==> config.mk <==
export PLATFORM = sky130hd
export DESIGN_NAME = sr_register_bank
export DESIGN_NICKNAME = d
export VERILOG_FILES = /design/src/rtl/sr_register_bank_pkg.sv /design/src/rtl/sr_register_bank_cell.sv /design/src/rtl/sr_register_bank.sv
export SDC_FILE = /design/constraint.sdc
export NUM_CORES = 1
export LEC_CHECK = 0
export BUFFER_PORTS_ARGS = -buffer_cell sky130_fd_sc_hd__clkbuf_2
export CAP_MARGIN = 20
export CORE_MARGIN = 4
export CORE_UTILIZATION = 49
export CTS_CLUSTER_DIAMETER = 150
export DETAILED_ROUTE_END_ITERATION = 10
export MAX_ROUTING_LAYER = met4
export PLACE_DENSITY = 0.88
export SLEW_MARGIN = 0
export SYNTH_ARGS = -nofsm -noshare
export SYNTH_HDL_FRONTEND = slang
export SYNTH_SLANG_ARGS = --single-unit
==> constraint.sdc <==
create_clock -name clk -period 0.9 [get_ports clk]
set_input_delay 0.18 -clock clk [delete_from_list [all_inputs] [get_ports clk]]
set_output_delay 0.18 -clock clk [all_outputs]
set_load 0.01 [all_outputs]
==> src/rtl/sr_register_bank_pkg.sv <==
// Shared definitions for the set/clear register bank: conflict-resolution modes
// and the mode type used by each channel cell.
package sr_bank_pkg;

    typedef enum logic [1:0] {
        SR_MODE_HOLD = 2'd0,
        SR_MODE_SET  = 2'd1,
        SR_MODE_CLR  = 2'd2,
        SR_MODE_TGL  = 2'd3
    } sr_mode_e;

    localparam int unsigned SR_MODE_MAX = 3;

endpackage : sr_bank_pkg

==> src/rtl/sr_register_bank_cell.sv <==
// One set/clear channel: registered state plus registered rise/fall pulses.
// q_next exposes the value q takes on the coming edge, for bank-level change detection.
module sr_cell
    import sr_bank_pkg::*;
#(
    parameter sr_mode_e MODE    = SR_MODE_HOLD,
    parameter logic     RST_VAL = 1'b0
) (
    input  logic clk,
    input  logic rst,
    input  logic en,
    input  logic set,
    input  logic clr,
    input  logic load,
    input  logic d,
    output logic q,
    output logic rose,
    output logic fell,
    output logic q_next
);

    logic r_q;
    logic r_rose;
    logic r_fell;
    logic w_q_next;

    always_comb begin
        w_q_next = r_q;
        if (load) begin
            w_q_next = d;
        end else if (en) begin
            case ({set, clr})
                2'b10:   w_q_next = 1'b1;
                2'b01:   w_q_next = 1'b0;
                2'b11: begin
                    case (MODE)
                        SR_MODE_SET: w_q_next = 1'b1;
                        SR_MODE_CLR: w_q_next = 1'b0;
                        SR_MODE_TGL: w_q_next = ~r_q;
                        default:     w_q_next = r_q;
                    endcase
                end
                default: w_q_next = r_q;
            endcase
        end
    end

    always_ff @(posedge clk or posedge rst) begin
        if (rst) begin
            r_q    <= RST_VAL;
            r_rose <= 1'b0;
            r_fell <= 1'b0;
        end else begin
            r_q    <= w_q_next;
            r_rose <= ~r_q & w_q_next;
            r_fell <= r_q & ~w_q_next;
        end
    end

    assign q      = r_q;
    assign rose   = r_rose;
    assign fell   = r_fell;
    assign q_next = w_q_next;

endmodule : sr_cell

==> src/rtl/sr_register_bank.sv <==
// Bank of WIDTH sticky set/clear flags with edge pulses and a conflict flag.
// Define SR_BANK_EVT_CNT_EN to add the saturating evt_cnt change counter.
module sr_register_bank
    import sr_bank_pkg::*;
#(
    parameter int unsigned      WIDTH   = 4,
    parameter int unsigned      MODE    = 0,
    parameter logic [WIDTH-1:0] RST_VAL = '0,
    parameter int unsigned      CNT_W   = 8
) (
    input  logic             clk,
    input  logic             rst,
    input  logic             en,
    input  logic [WIDTH-1:0] set,
    input  logic [WIDTH-1:0] clr,
    input  logic             load,
    input  logic [WIDTH-1:0] d,
    output logic [WIDTH-1:0] q,
    output logic [WIDTH-1:0] rose,
    output logic [WIDTH-1:0] fell,
    output logic             conflict
`ifdef SR_BANK_EVT_CNT_EN
    ,
    output logic [CNT_W-1:0] evt_cnt
`endif
);

    if (MODE > SR_MODE_MAX) begin : g_bad_mode
        $error("sr_register_bank: MODE must be 0..3");
    end
    if (WIDTH < 1 || WIDTH > 32) begin : g_bad_width
        $error("sr_register_bank: WIDTH must be 1..32");
    end
    if (CNT_W < 1) begin : g_bad_cnt_w
        $error("sr_register_bank: CNT_W must be at least 1");
    end

    localparam sr_mode_e LP_MODE = sr_mode_e'(MODE[1:0]);

    logic r_conflict;

`ifdef SR_BANK_EVT_CNT_EN
    logic [WIDTH-1:0] w_q_next;
`endif

    for (genvar i = 0; i < WIDTH; i++) begin : g_cell
        sr_cell #(
            .MODE    (LP_MODE),
            .RST_VAL (RST_VAL[i])
        ) u_cell (
            .clk    (clk),
            .rst    (rst),
            .en     (en),
            .set    (set[i]),
            .clr    (clr[i]),
            .load   (load),
            .d      (d[i]),
            .q      (q[i]),
            .rose   (rose[i]),
            .fell   (fell[i]),
`ifdef SR_BANK_EVT_CNT_EN
            .q_next (w_q_next[i])
`else
            .q_next ()
`endif
        );
    end

    // Flags contention regardless of how MODE resolved it; a load overrides the request.
    always_ff @(posedge clk or posedge rst) begin
        if (rst) begin
            r_conflict <= 1'b0;
        end else begin
            r_conflict <= (|(set & clr)) & en & ~load;
        end
    end

    assign conflict = r_conflict;

`ifdef SR_BANK_EVT_CNT_EN
    logic [CNT_W-1:0] r_evt_cnt;
    logic             w_changed;

    assign w_changed = |(w_q_next ^ q);

    always_ff @(posedge clk or posedge rst) begin
        if (rst) begin
            r_evt_cnt <= '0;
        end else if (w_changed && (r_evt_cnt != {CNT_W{1'b1}})) begin
            r_evt_cnt <= r_evt_cnt + 1'b1;
        end
    end

    assign evt_cnt = r_evt_cnt;
`endif

endmodule : sr_register_bank

==> results.cfg, run 1 <==
[outcome]
outcome = finished, violations left
violations = setup timing

[grt]
overflow = 0
grt_pass1_wl_um = 2842
grt_max_degree = 22
grt_pass1_vias = 647
grt_antenna_before_repair = 0
grt_usage = 0.1526

[clock_tree]
htreeDepth = 1
clockBufferDepth = 2
clock_latency_ns = 0.28
cts_sinks = 13
clockRootBuffer = clkbuf_4
cts_tree = built
path_clk_slew_ns = 0.08
cts_inserted_buffers = 3

[cells_and_area]
drive_above_1_share = 0.5833
synthToLayoutAreaGrowth_pct = 28.04
most-common-layout-cells = clkbuf_2 (27), dfrtp_1 (13), buf_4 (8)
diodes = 0
final_area_um2 = 1171
num-nets-final = 133
fin_util = 0.6710
stdcell_count = 133
layout_commonest_cell = clkbuf_2

[logic_synthesis]
ys_ff_latch = 13
synth_cells = 79
synthesis.area_um2 = 914.6
synthTopCellsByArea = dfrtp_1 (36%), ha_1 (11%), buf_4 (11%)
synth_fp_nets = 103
ys_types = 18
yosysSeqAreaShare = 0.3557
yosys_warnings = 0
syn_avg_cell_area_um2 = 11.58
synth_area_leader_cell = dfrtp_1
synth_top_cell_area_share = 0.3557

[setup_path]
crit_path_end_kind = output port
crit_path_max_fanout = 2
critical_path_required_ns = 0.72
r2r_slack_ns = 0.01
critPathTopFamily = flip-flops
critPathBufInv = 1
critPathSlowestCell = dfrtp_1
crit_chain = clkbuf_2
crit_path_start_kind = flip-flop
crit_type = flip-flop to output port
worstPathArrival_ns = 0.81
slowest_delay_ns = 0.39

[placement]
gp_congestion = 0.7088
dpl_worst_slack_ns = -0.1876
placed_cells = 122
place_area_um2 = 1057
io_buffers = 28
hpwl_um = 1193

[power_and_ir_drop]
p_per_area_nw_per_um2 = 1285
p_total_mw = 1.505
peakVddDrop_uv = 633.2
power.leakage_nw = 0.5533

[timing]
tightestPinTransition_ns = 0.4776
final-setup-viol-count = 13
fin_crit_ns = 0.9914
maxSlewHeadroom = 0.6812
fin_crit_sh = 1.102
rsz0062_at_grt = true
finalSetupTns_ns = -0.7202
fmax_mhz = 1009
holdWs_ns = 0.1218
finalHoldViolCount = 0
fin_skew_ns = 0.003470
drv_slew = 0
setup_ws_ns = -0.09142

[routing]
post_drt_wl_per_cell_um = 12.14
drc = 0
drt-total-wl_um = 1615
detail-route-antenna-nets = 0
first_pass_iters = 4
viasPerCell = 4.759
num_vias = 633
drtIter0Drc = 5

[die]
die_area_um2 = 2622
num_io_pins = 29
dieWidth_um = 51.21
initial_core_util = 0.5240
die_y_um = 51.21
fp-row-count = 15
core_um2 = 1745

[hold_path]
min_path_type = input port to flip-flop

[job]
maxCapViolCount = 0
==> layout make-up <==
type	instances	area [um^2]
multi-input combinational	46	516.7
clock buffer	4	26.28
fill	134	574.3
timing repair buffer	40	252.7
sequential	13	325.3
inverter	5	18.77
tap	25	31.28
==> repair_timing <==
action,CTS,global route
gates resized for setup,0,10
hold buffers,1,0
pin swaps,0,1
endpoints found under the hold margin,13,0
gates cloned,0,0
setup buffers,4,3
endpoints found under the setup margin,13,15
==> power by group <==
part,switching (mW),internal (mW),total (mW)
logic,0.228,0.258,0.487
registers,0.0176,0.633,0.650
clock network,0.195,0.173,0.368
total,0.441,1.06,1.50
==> synth_stat cells (all sizes together) <==
library cell,instances
buf,15
dfrtp,13
ha,8
inv,5
a211oi,4
a21oi,4
nand2,4
nand2b,4
nand4bb,4
nor2,4
nor2b,4
nor4b,4
o21a,4
nor3b,1
nor4,1
==> sequential cells by signal, summed over array words and instances, names as in the netlist <==
name / cells
g_cell.u_cell.fell: 4
g_cell.u_cell.q: 4
g_cell.u_cell.rose: 4
conflict: 1
==> routing by layer <==
layer,part of all wire,global-route usage,wire (um),up-vias
met5,0,-,0,-
met4,0.036,0.1211,58,0
met3,0.080,0.02332,129,6
met2,0.46,0.2361,742,26
met1,0.42,0.1755,685,287
li1,-,-,-,314
==> logic make-up after synthesis <==
logic type               count (synthesis)  synth area share
adder cells (fa/ha/maj)                  8            0.1094
AO/OA/AOI/OAI                           12            0.1094
buffers and inverters                   20            0.1614
AND/OR/NAND/NOR                         26            0.2640
flip-flops                              13            0.3557
==> final timing paths <==
kind	start	endpoint	cells past startpoint
worst min register to register	g_cell[2].u_cell.q$_DFF_PP0_	g_cell[2].u_cell.rose$_DFF_PP0_	2
worst min-delay path	d[3]	g_cell[3].u_cell.rose$_DFF_PP0_	3
max in group asynchronous	rst	g_cell[0].u_cell.fell$_DFF_PP0_	3
worst max-delay path	g_cell[3].u_cell.q$_DFF_PP0_	q[3]	1
min in group asynchronous	rst	g_cell[2].u_cell.q$_DFF_PP0_	3
worst max register to register	g_cell[0].u_cell.q$_DFF_PP0_	g_cell[0].u_cell.q$_DFF_PP0_	4
Power figures use the tool's default switching activity.
==> inputs of run 2 (changes only) <==
==> constraint.sdc (replaced) <==
create_clock -name clk -period 0.9 [get_ports clk]
set_input_delay 0.18 -clock clk [delete_from_list [all_inputs] [get_ports clk]]
set_output_delay 0.18 -clock clk [all_outputs]
set_load 0.005 [all_outputs]
==> results.cfg, run 2 (synthesized netlist as in run 1, its figures left out) <==
[outcome]
outcome = finished, violations left
violations = setup timing

[die]
core_um2 = 1745
initial_core_util = 0.5240
die_area_um2 = 2622
die_y_um = 51.21
fp-row-count = 15
num_io_pins = 29
dieWidth_um = 51.21

[power_and_ir_drop]
netSwitchingPower_mw = 0.4028
pwr-share-seq = 0.452
pwr-share-clk = 0.252
peakVddDrop_uv = 608.7
power.leakage_nw = 0.5399
switching_share = 0.2793
internal_power_mw = 1.039
p_comb_frac = 0.296
p_per_area_nw_per_um2 = 1272

[grt]
grt_antenna_before_repair = 0
overflow = 0
grt_pass1_vias = 647
grt_pass1_wl_um = 2842
grt_usage = 0.1526
grt_max_degree = 22

[cells_and_area]
synthToLayoutAreaGrowth_pct = 23.94
final_area_um2 = 1134
layout_commonest_cell = clkbuf_2
most-common-layout-cells = clkbuf_2 (27), dfrtp_1 (13), buf_4 (8)
diodes = 0
nFillCells = 142
drive_above_1_share = 0.5566
num-nets-final = 131

[clock_tree]
path_clk_slew_ns = 0.08
cts_inserted_buffers = 3
cts_tree = built
htreeDepth = 1
clockRootBuffer = clkbuf_4
clock_latency_ns = 0.28
cts_sinks = 13
clockBufferDepth = 2

[job]
maxCapViolCount = 0

[placement]
io_buffers = 28
hpwl_um = 1193
gp_congestion = 0.7088
dpl_worst_slack_ns = -0.1876
place_area_um2 = 1057

[timing]
fin_crit_ns = 0.9871
rsz0062_at_grt = true
fmax_mhz = 1013
setup_ws_ns = -0.08715
final-setup-viol-count = 13
finalHoldViolCount = 0
tightestPinTransition_ns = 0.4713
fin_crit_sh = 1.097
drv_slew = 0
holdWs_ns = 0.1264
fin_skew_ns = 0.001844
maxSlewHeadroom = 0.6855

[setup_path]
timing.rr.start = g_cell[0].u_cell.q$_DFF_PP0_
critical_path_required_ns = 0.72
critPathBufInv = 1
r2r_slack_ns = 0.07
worstPathArrival_ns = 0.81
rr_endpoint = g_cell[0].u_cell.q$_DFF_PP0_
crit_chain = buf_2
crit_path_start_kind = flip-flop
crit_path_end_kind = output port
critPathTopFamily = flip-flops
r2r_cells = 3
crit_path_max_fanout = 2
critPathSlowestCell = dfrtp_1
slowest_delay_ns = 0.39
crit_type = flip-flop to output port

[routing]
drc = 0
viasPerCell = 4.733
num_vias = 620
first_pass_iters = 4
drt-total-wl_um = 1567
post_drt_wl_per_cell_um = 11.96
drtIter0Drc = 5
detail-route-antenna-nets = 0

[hold_path]
hold_depth = 3
min_path_type = input port to flip-flop
hold_end = g_cell[3].u_cell.rose$_DFF_PP0_
hold_start = d[3]
run 2: cell types whose count changed in the layout (fill, tap and decap cells not counted), sizes merged:
cell / delta
buf: -2
run 2: cell type report:
cell class                      count  area (um^2)  share of cell area
Tap cell                           25        31.28             0.02759
Inverter                            5        18.77             0.01656
Sequential cell                    13        325.3              0.2870
Timing Repair Buffer               38        230.2              0.2031
Multi-Input combinational cell     46        501.7              0.4426
Clock buffer                        4        26.28             0.02318
run 2: timing repair:
item / in CTS / in global routing
endpoints found under the hold margin: 13 / 0
setup buffers: 4 / 1
pin swaps: 0 / 0
setup endpoints to repair: 13 / 15
hold buffers: 1 / 0
resized for setup: 0 / 4
run 2: worst min-delay path: cells and delay by family:
kind,cells,cell delay [ns]
AOI/OAI and AO/OA,1,0.05
buffers and inverters,1,0.09
and+or+nand+nor,1,0.06
run 2: worst max path at each step:
stage	start	endpoint	slack, ns	cells past startpoint
after floorplan	clr[0]	g_cell[0].u_cell.fell$_DFF_PP0_	-0.02	4
after global placement	set[1]	g_cell[1].u_cell.fell$_DFF_PP0_	-0.19	4
after detailed placement	set[3]	g_cell[3].u_cell.fell$_DFF_PP0_	-0.19	4
after CTS	g_cell[3].u_cell.q$_DFF_PP0_	q[3]	-0.07	1
after global routing	g_cell[3].u_cell.q$_DFF_PP0_	q[3]	-0.14	1
final	g_cell[3].u_cell.q$_DFF_PP0_	q[3]	-0.09	1
run 2: metal layers:
layer | up-vias | GRT usage | wire, um | part of all wire
met1 | 281 | 0.1755 | 677 | 0.43
met4 | 0 | 0.1211 | 59 | 0.038
li1 | 312 | - | - | -
met5 | - | - | 0 | 0
met3 | 6 | 0.02332 | 113 | 0.072
met2 | 21 | 0.2361 | 716 | 0.46
run 2: per-stage QoR:
stage / std cells / utilization / total power, mW / TNS (ns)
3_3_place_gp: 122 / 0.6057 / 1.034 / -1.646
3_5_place_dp: 122 / 0.6057 / 1.049 / -1.778
6_report: 131 / 0.6495 / 1.442 / -0.4809
5_1_grt: 131 / 0.6495 / 1.540 / -1.034
2_1_floorplan: 79 / - / 0.9721 / -0.07673
4_1_cts: 131 / 0.6437 / 1.446 / -0.5464
run 2: power by group through the flow:
| stage | logic (mW) | registers (mW) | clock network (mW) |
|---|---|---|---|
| final | 0.427 | 0.651 | 0.364 |
| after global routing | 0.472 | 0.658 | 0.409 |
| after CTS | 0.424 | 0.650 | 0.372 |
| after detailed placement | 0.376 | 0.673 | 0 |
| after global placement | 0.362 | 0.672 | 0 |
| after floorplan | 0.304 | 0.668 | 0 |
